<file path="src/rtl/cp0_reg_pkg.sv">
// CP0 register file shared constants.
// Register numbers, exception types and ExcCodes.
package cp0_reg_pkg;

  localparam logic [31:0] PRID_VAL   = 32'h004c0102;
  localparam logic [31:0] CONFIG_RST = 32'h00008000;
  localparam logic [31:0] STATUS_RST = 32'h10000000;

  localparam logic [4:0] CP0_COUNT   = 5'd9;
  localparam logic [4:0] CP0_COMPARE = 5'd11;
  localparam logic [4:0] CP0_STATUS  = 5'd12;
  localparam logic [4:0] CP0_CAUSE   = 5'd13;
  localparam logic [4:0] CP0_EPC     = 5'd14;
  localparam logic [4:0] CP0_PRID    = 5'd15;
  localparam logic [4:0] CP0_CONFIG  = 5'd16;

  localparam logic [31:0] EXC_INT     = 32'h0000_0001;
  localparam logic [31:0] EXC_SYSCALL = 32'h0000_0008;
  localparam logic [31:0] EXC_INVALID = 32'h0000_000a;
  localparam logic [31:0] EXC_OV      = 32'h0000_000c;
  localparam logic [31:0] EXC_TRAP    = 32'h0000_000d;
  localparam logic [31:0] EXC_ERET    = 32'h0000_000e;

  localparam logic [4:0] ECODE_INT     = 5'd0;
  localparam logic [4:0] ECODE_SYSCALL = 5'd8;
  localparam logic [4:0] ECODE_INVALID = 5'd10;
  localparam logic [4:0] ECODE_OV      = 5'd12;
  localparam logic [4:0] ECODE_TRAP    = 5'd13;

endpackage

</file>
<file path="src/rtl/cp0_reg_timer.sv">
// Count/Compare pair and timer interrupt.
// Interrupt is sticky until Compare is rewritten.
module cp0_reg_timer
  import cp0_reg_pkg::*;
(
  input  logic        clk,
  input  logic        rst,
  input  logic        we,
  input  logic [4:0]  waddr,
  input  logic [31:0] data,
  output logic [31:0] count,
  output logic [31:0] compare,
  output logic        timer_int
);

  logic wr_count;
  logic wr_compare;

  assign wr_count   = we && (waddr == CP0_COUNT);
  assign wr_compare = we && (waddr == CP0_COMPARE);

  // free-running count, loadable compare, sticky match flag
  always_ff @(posedge clk) begin
    if (rst) begin
      count     <= '0;
      compare   <= '0;
      timer_int <= 1'b0;
    end else begin
      count <= wr_count ? data : count + 32'd1;
      if ((compare != '0) && (count == compare))
        timer_int <= 1'b1;
      if (wr_compare) begin
        compare   <= data;
        timer_int <= 1'b0;
      end
    end
  end

endmodule

</file>
<file path="src/rtl/cp0_reg.sv">
// Coprocessor-0 register file.
// Exceptions override mtc0 on the same edge.
module cp0_reg
  import cp0_reg_pkg::*;
(
  input  logic        clk,
  input  logic        rst,
  input  logic        we_i,
  input  logic [4:0]  waddr_i,
  input  logic [4:0]  raddr_i,
  input  logic [31:0] data_i,
  input  logic [5:0]  int_i,
  input  logic [31:0] excepttype_i,
  input  logic [31:0] current_inst_addr_i,
  input  logic        is_in_delayslot_i,
  output logic [31:0] data_o,
  output logic [31:0] count_o,
  output logic [31:0] compare_o,
  output logic [31:0] status_o,
  output logic [31:0] cause_o,
  output logic [31:0] epc_o,
  output logic [31:0] config_o,
  output logic [31:0] prid_o,
  output logic        timer_int_o
);

  logic [31:0] status;
  logic [31:0] cause;
  logic [31:0] epc;
  logic        exc_take;
  logic [4:0]  exc_code;

  cp0_reg_timer u_timer (
    .clk       (clk),
    .rst       (rst),
    .we        (we_i),
    .waddr     (waddr_i),
    .data      (data_i),
    .count     (count_o),
    .compare   (compare_o),
    .timer_int (timer_int_o)
  );

  // map exception type to the ExcCode it records
  always_comb begin
    exc_take = 1'b1;
    exc_code = ECODE_INT;
    case (excepttype_i)
      EXC_INT:     exc_code = ECODE_INT;
      EXC_SYSCALL: exc_code = ECODE_SYSCALL;
      EXC_INVALID: exc_code = ECODE_INVALID;
      EXC_OV:      exc_code = ECODE_OV;
      EXC_TRAP:    exc_code = ECODE_TRAP;
      default:     exc_take = 1'b0;
    endcase
  end

  // status/cause/epc: mtc0 first, exception last so it wins
  always_ff @(posedge clk) begin
    if (rst) begin
      status <= STATUS_RST;
      cause  <= '0;
      epc    <= '0;
    end else begin
      cause[15:10] <= int_i;
      if (we_i) begin
        case (waddr_i)
          CP0_STATUS: status <= data_i;
          CP0_EPC:    epc    <= data_i;
          CP0_CAUSE: begin
            cause[9:8]   <= data_i[9:8];
            cause[23:22] <= data_i[23:22];
          end
          default: ;
        endcase
      end
      if (exc_take) begin
        if (!status[1]) begin
          epc <= is_in_delayslot_i ?
                 current_inst_addr_i - 32'd4 :
                 current_inst_addr_i;
          cause[31] <= is_in_delayslot_i;
        end
        status[1]  <= 1'b1;
        cause[6:2] <= exc_code;
      end else if (excepttype_i == EXC_ERET) begin
        status[1] <= 1'b0;
      end
    end
  end

  // combinational mfc0 read, unmapped reads as zero
  always_comb begin
    data_o = '0;
    case (raddr_i)
      CP0_COUNT:   data_o = count_o;
      CP0_COMPARE: data_o = compare_o;
      CP0_STATUS:  data_o = status;
      CP0_CAUSE:   data_o = cause;
      CP0_EPC:     data_o = epc;
      CP0_PRID:    data_o = PRID_VAL;
      CP0_CONFIG:  data_o = CONFIG_RST;
      default:     data_o = '0;
    endcase
  end

  assign status_o = status;
  assign cause_o  = cause;
  assign epc_o    = epc;
  assign config_o = CONFIG_RST;
  assign prid_o   = PRID_VAL;

endmodule

</file>
<file path="config.mk">
export PLATFORM = sky130hd
export DESIGN_NAME = cp0_reg
export DESIGN_NICKNAME = d
export VERILOG_FILES = /design/src/rtl/cp0_reg_pkg.sv /design/src/rtl/cp0_reg_timer.sv /design/src/rtl/cp0_reg.sv
export SDC_FILE = /design/constraint.sdc
export NUM_CORES = 1
export LEC_CHECK = 0
export ABC_AREA = 0
export BUFFER_PORTS_ARGS = -buffer_cell sky130_fd_sc_hd__buf_2
export CAP_MARGIN = 5
export CORE_MARGIN = 8
export CORE_UTILIZATION = 40
export DETAILED_ROUTE_END_ITERATION = 6
export PLACE_DENSITY_LB_ADDON = 0.12
export SKIP_LAST_GASP = 1
export SLEW_MARGIN = 15
export SYNTH_ARGS = -nofsm -noshare
export SYNTH_HDL_FRONTEND = slang
export SYNTH_HIERARCHICAL = 1
export SYNTH_SLANG_ARGS = --single-unit
</file>
<file path="constraint.sdc">
create_clock -name clk -period 1.8 [get_ports clk]
set_input_delay 0.27 -clock clk [delete_from_list [all_inputs] [get_ports clk]]
set_output_delay 0.27 -clock clk [all_outputs]
set_load 0.1 [all_outputs]
</file>
# Yosys cells after proc, flatten, opt, wreduce, memory -nomap -nowiden
# Index checks and enable logic that the tools add are counted.
word_totals:
  word_cells: 57
  in_bits: 116
  latchBits: 0
  ff_bits: 145
  mem_count: 0
  ramBits: 0
  mem_bits_ro: 0
op_classes:
  order_cmp: 0
  n_mux: 13
  reduce_logical: 12
  n_addsub: 2
  mul: 0
  bitwise_logic: 1
  n_shift: 0
  div: 0
  n_eq_ne: 19
ops:
  columns: ["op", "count"]
  rows:
  - ["32-bit one-hot mux with 7 select lines", 1]
  - ["32-bit 2-to-1 mux", 6]
  - ["32-bit by 4-bit == test with 1-bit output (second input constant)", 5]
  - ["5-bit by 4-bit == test with 1-bit output (second input constant)", 11]
  - ["32-bit by 1-bit adder with 32-bit output (second input constant)", 1]
  - ["32-bit by 1-bit == test with 1-bit output (second input constant)", 1]
  - ["32-bit == test", 1]
  - ["32-bit nonzero test", 1]
  - ["32-bit by 3-bit subtractor with 32-bit output (second input constant)", 1]
  - ["4-bit one-hot mux with 4 select lines", 1]
  - ["2-bit AND reduction", 4]
  - ["3-bit nonzero test", 2]
  - ["5-bit == test (second input constant)", 1]
  - ["5-bit OR reduction", 1]
  - ["2-bit 2-to-1 mux", 2]
  - ["1-bit logical AND", 3]
  - ["1-bit 2-to-1 mux", 3]
  - ["2-bit OR reduction", 1]
  - ["1-bit NOT", 1]

# Logic depth before layout (Yosys ltp)
depth:
  word_depth: 5
  mapped_depth: 7
  ltp_nobuf: 7

# Hierarchy
# The synthesis kept the hierarchy.
modules_own_cells:
  columns: ["mod", "cells_each", "area_per_inst_um2", "seq_area_each_um2", "instances"]
  rows:
  - ["cp0_reg", 657, 5510.3, 1581.5, 1]
  - ["cp0_reg_timer", 393, 3221.8, 1301.2, 1]

# Least setup slack after synthesis
# Ideal clock, no wire load.
synth_path:
  path_kind: "reg-to-output"
  from: "register status[15], in the netlist status_o[15]"
  to: "output data_o[15]"
  setup_slack_ns: -1.904
  arrival_time_ns: 3.434
  stages_incl_launch_ff: 3
  path_buffers: 0
  path_cell_list: "dfxtp_1 > a22oi_1 > o31ai_1"
synth_between:
  elab_chain_cells: 1
synth_lines:
  columns: ["item", "line", "source"]
  rows:
  - ["from (decl)", "cp0_reg.sv:27", "logic [31:0] status;"]
  - ["from (signal assigned)", "cp0_reg.sv:68", "CP0_STATUS: status <= data_i;"]
  - ["32-bit one-hot mux with 7 select lines", "cp0_reg.sv:95", "case (raddr_i)"]
  - ["to (decl)", "cp0_reg.sv:16", "output logic [31:0] data_o,"]
# Every way passes these cells.

# Worst setup path in the final report
layout_path:
  from: "register u_timer.count[14]"
  to: "output data_o[14]"
layout_between:
  elab_chain_cells: 1
layout_lines:
  columns: ["item", "line", "source"]
  rows:
  - ["from (decl)", "cp0_reg_timer.sv:11", "output logic [31:0] count,"]
  - ["from (signal assigned)", "cp0_reg_timer.sv:29", "count <= wr_count ? data : count + 32'd1;"]
  - ["32-bit one-hot mux with 7 select lines", "cp0_reg.sv:95", null]
# Every way passes these cells.

==> flow_summary.json <==
{
  "status": "complete, but fails checks",
  "p_int_mw": 5.691,
  "clock-sinks": 144,
  "synth_fa_ha_area_share_pct": 0.2866,
  "post-route-drc-count": 0,
  "die-area_um2": 26810,
  "placedCellCount": 1659,
  "critical_path_class": "reg -> out",
  "cp-end-kind": "output port",
  "postPlaceCellArea_um2": 11910,
  "clockBufferDepth": 2,
  "synth_top_family_by_area": "simple AND/OR/NAND/NOR gates",
  "yosysWarnings": 6,
  "r2r_start": "u_timer/compare[3]",
  "max_cap_viol_count": 0,
  "routed_wl_um": 38450,
  "die_w_um": 163.8,
  "synth-seq-area-share_pct": 33.01,
  "cts_tree": "yes",
  "critPathLaunchType": "flop",
  "crit_family": "compound AO/OA/AOI/OAI gates",
  "clkPwrFrac_pct": 40.1,
  "core_um2": 21620,
  "yosys.area_share.xor_xnor_pct": 8.927,
  "postCtsHoldBufs": 0,
  "synth_edf_count": 0,
  "finalMaxSlewViolations": 0,
  "synth_compound_area_share_pct": 17.37,
  "muxShareOfSynthArea_pct": 6.763,
  "slew_headroom_pct": 63.83,
  "min-delay-start": "int_i[1]",
  "num_rows": 54,
  "rsz0062_at_grt": "yes",
  "num_vias": 9353,
  "antenna_found_initial": 2,
  "gr-total-overflow": 0,
  "dpl.hpwl_um": 29300,
  "hold_depth": 2,
  "crit_buf_inv": 2,
  "powerDensity_nw_per_um2": 654.5,
  "vdd_drop_max_mv": 0.4979,
  "reg2reg_slack_ps": -10,
  "layout.cells.non_filler": 1726,
  "grt_max_degree": 64,
  "worstRegToRegCells": 6,
  "cp_cell_sequence": "mux2i_2 > buf_4 > o2bb2ai_4 > a221o_4 > buf_12",
  "layout_min_cycle_time_ps": 1950,
  "layout_commonest_cell": "buf_2",
  "drive_above_1_share_pct": 49.72,
  "critPathSlowestCell": "dfxtp_4",
  "routedWlPerCell_um": 22.28,
  "violations": "negative setup slack",
  "fin_tns_setup_ps": -2450,
  "dp_slack_ps": -553.2,
  "synthSimpleGateAreaFrac_pct": 22.63,
  "skew_ps": 9.904,
  "async_reset_ff_share_pct": 0,
  "nFillCells": 1902,
  "synth_flop_cell": "dfxtp_1",
  "post-route-period-util_pct": 108.3,
  "ios": 373,
  "max_stage_delay_ps": 350,
  "hold_end": "cause_o[11]",
  "fin_area_um2": 13370,
  "power_frac_comb_pct": 22.7,
  "leakagePower_nw": 5.524,
  "ys_seq_elements": 144,
  "drt_iter0_markers": 741,
  "numPortBuffers": 291,
  "track_usage_pct": 27.28,
  "fmax_mhz": 512.9,
  "start_util_pct": 40.39,
  "switchingPower_mw": 3.060,
  "setup_viol_count_final": 31,
  "yosysUniqueCellTypes": 55,
  "htreeDepth": 4,
  "final_cell_mix": "buf_2, nand2_1, buf_4, nor2_1, conb_1",
  "grt_first_pass_wirelength_um": 55620,
  "power_mw": 8.751,
  "viasPerCell": 5.419,
  "layout.nets": 1549,
  "area_growth_pct": 53.12,
  "cts-root-buf": "clkbuf_16",
  "die_h_um": 163.8,
  "crit_fanout": 2,
  "gp_congestion": 0.9560,
  "required_ps": 1530,
  "layout_setup_ws_ps": -149.8,
  "numCtsBuffers": 17,
  "r2r_end": "u_timer/timer_int",
  "p_sw_share_pct": 34.97,
  "clkTransAtPathRegs_ps": 60,
  "firstDrtPassIters": 5,
  "syn_area_um2": 8732,
  "hold_class": "in -> reg",
  "seqPwrFrac_pct": 37.2,
  "tightest_slew_ps": 546.3,
  "hold_viol_final": 0,
  "clock_latency_ps": 420,
  "syn_inst": 1050,
  "grt_pass1_vias": 9075,
  "syn_area_per_cell_um2": 8.316,
  "antenna_left": 0,
  "cp.arrival_ps": 1680
}
power groups by stage:
stage / combinational, mW / clock (mW) / sequential [mW]
floorplan: 1.23 / 0 / 3.61
global placement: 1.87 / 0 / 3.33
detailed placement: 1.87 / 0 / 3.33
CTS: 1.94 / 3.56 / 3.26
global route: 2.05 / 3.71 / 3.26
finish: 1.98 / 3.51 / 3.26
how the worst max path moves through the flow:
stage                      end  cells after the start         startpoint  slack (ps)
floorplan            data_o[8]                      5         raddr_i[0]         -60
global placement    data_o[29]                      7         raddr_i[4]        -470
detailed placement  data_o[16]                      7         raddr_i[4]        -550
CTS                 data_o[14]                      5  u_timer/count[14]        -180
global route        data_o[14]                      5  u_timer/count[14]        -200
finish              data_o[14]                      5  u_timer/count[14]        -150
worst reg2reg max path, cell delays in order, from the launching register on:
cell and delay [ps]:
dfxtp_4 350, buf_4 150, nor4_1 440, nand4_1 210
or2_2 320, a31oi_1 160, nor3_1 60
Yosys cell counts (10+ instances only):
library cell,number,area (µm²)
mux2i_1,23,230.2
nor2b_1,12,75.07
a211oi_2,28,350.3
nand2_1,164,615.6
o2bb2ai_1,12,105.1
a22oi_1,31,232.7
mux2_2,32,360.4
clkbuf_1,51,191.4
xor2_1,36,315.3
nand4_1,28,175.2
nand3_1,18,90.09
nor4_1,22,137.6
and3_1,10,62.56
nor2_1,89,334.1
a221o_1,12,120.1
a211oi_1,32,240.2
nor3_1,17,85.08
dfxtp_1,144,2883
xnor2_1,53,464.2
a21oi_1,65,325.3
buf_4,83,623.1
timing repair:
item                       4_1_cts  5_1_grt
gates cloned                     3        2
setup endpoints to repair       30       50
buffers inserted                25        6
gates resized for setup         62       46
pin swaps                       23       16
through the flow:
step                      hold slack, ps  util, %
after floorplan                    395.1        -
after global placement             447.5    55.10
after detailed placement           451.3    55.10
after CTS                          39.05    60.36
after global routing               55.06    61.84
final                              55.55    61.84
registers in the layout (all words and copies together) (netlist names):
signal	cells
u_timer/compare	32
status_o	32
epc_o	32
u_timer/count	32
cause_o	15
u_timer/timer_int	1
cell type report:
class | instances | area (µm²) | area share, %
multi-input combinational | 831 | 5978 | 44.71
clock inverter | 14 | 140.1 | 1.048
timing repair buffer | 430 | 3368 | 25.19
clock buffer | 18 | 439.2 | 3.285
tap | 280 | 350.3 | 2.620
sequential | 144 | 3063 | 22.91
antenna | 2 | 5.005 | 0.03743
inverter | 7 | 26.28 | 0.1965
cell families after synthesis:
group	count (synthesis)
compound gates	199
xor+xnor	89
fa+ha+maj	2
buf+inv	155
flops	144
mux	55
other cells	2
simple gates	404
metal layers:
| layer | vias up | global-route usage, % | wire length [µm] |
|---|---|---|---|
| li1 | 4334 | - | - |
| met1 | 4550 | 34.85 | 15760 |
| met2 | 421 | 44.74 | 18530 |
| met3 | 48 | 6.316 | 3263 |
| met4 | 0 | 8.802 | 896 |
| met5 | - | 0 | 0 |
Power figures use the tool's default switching activity.
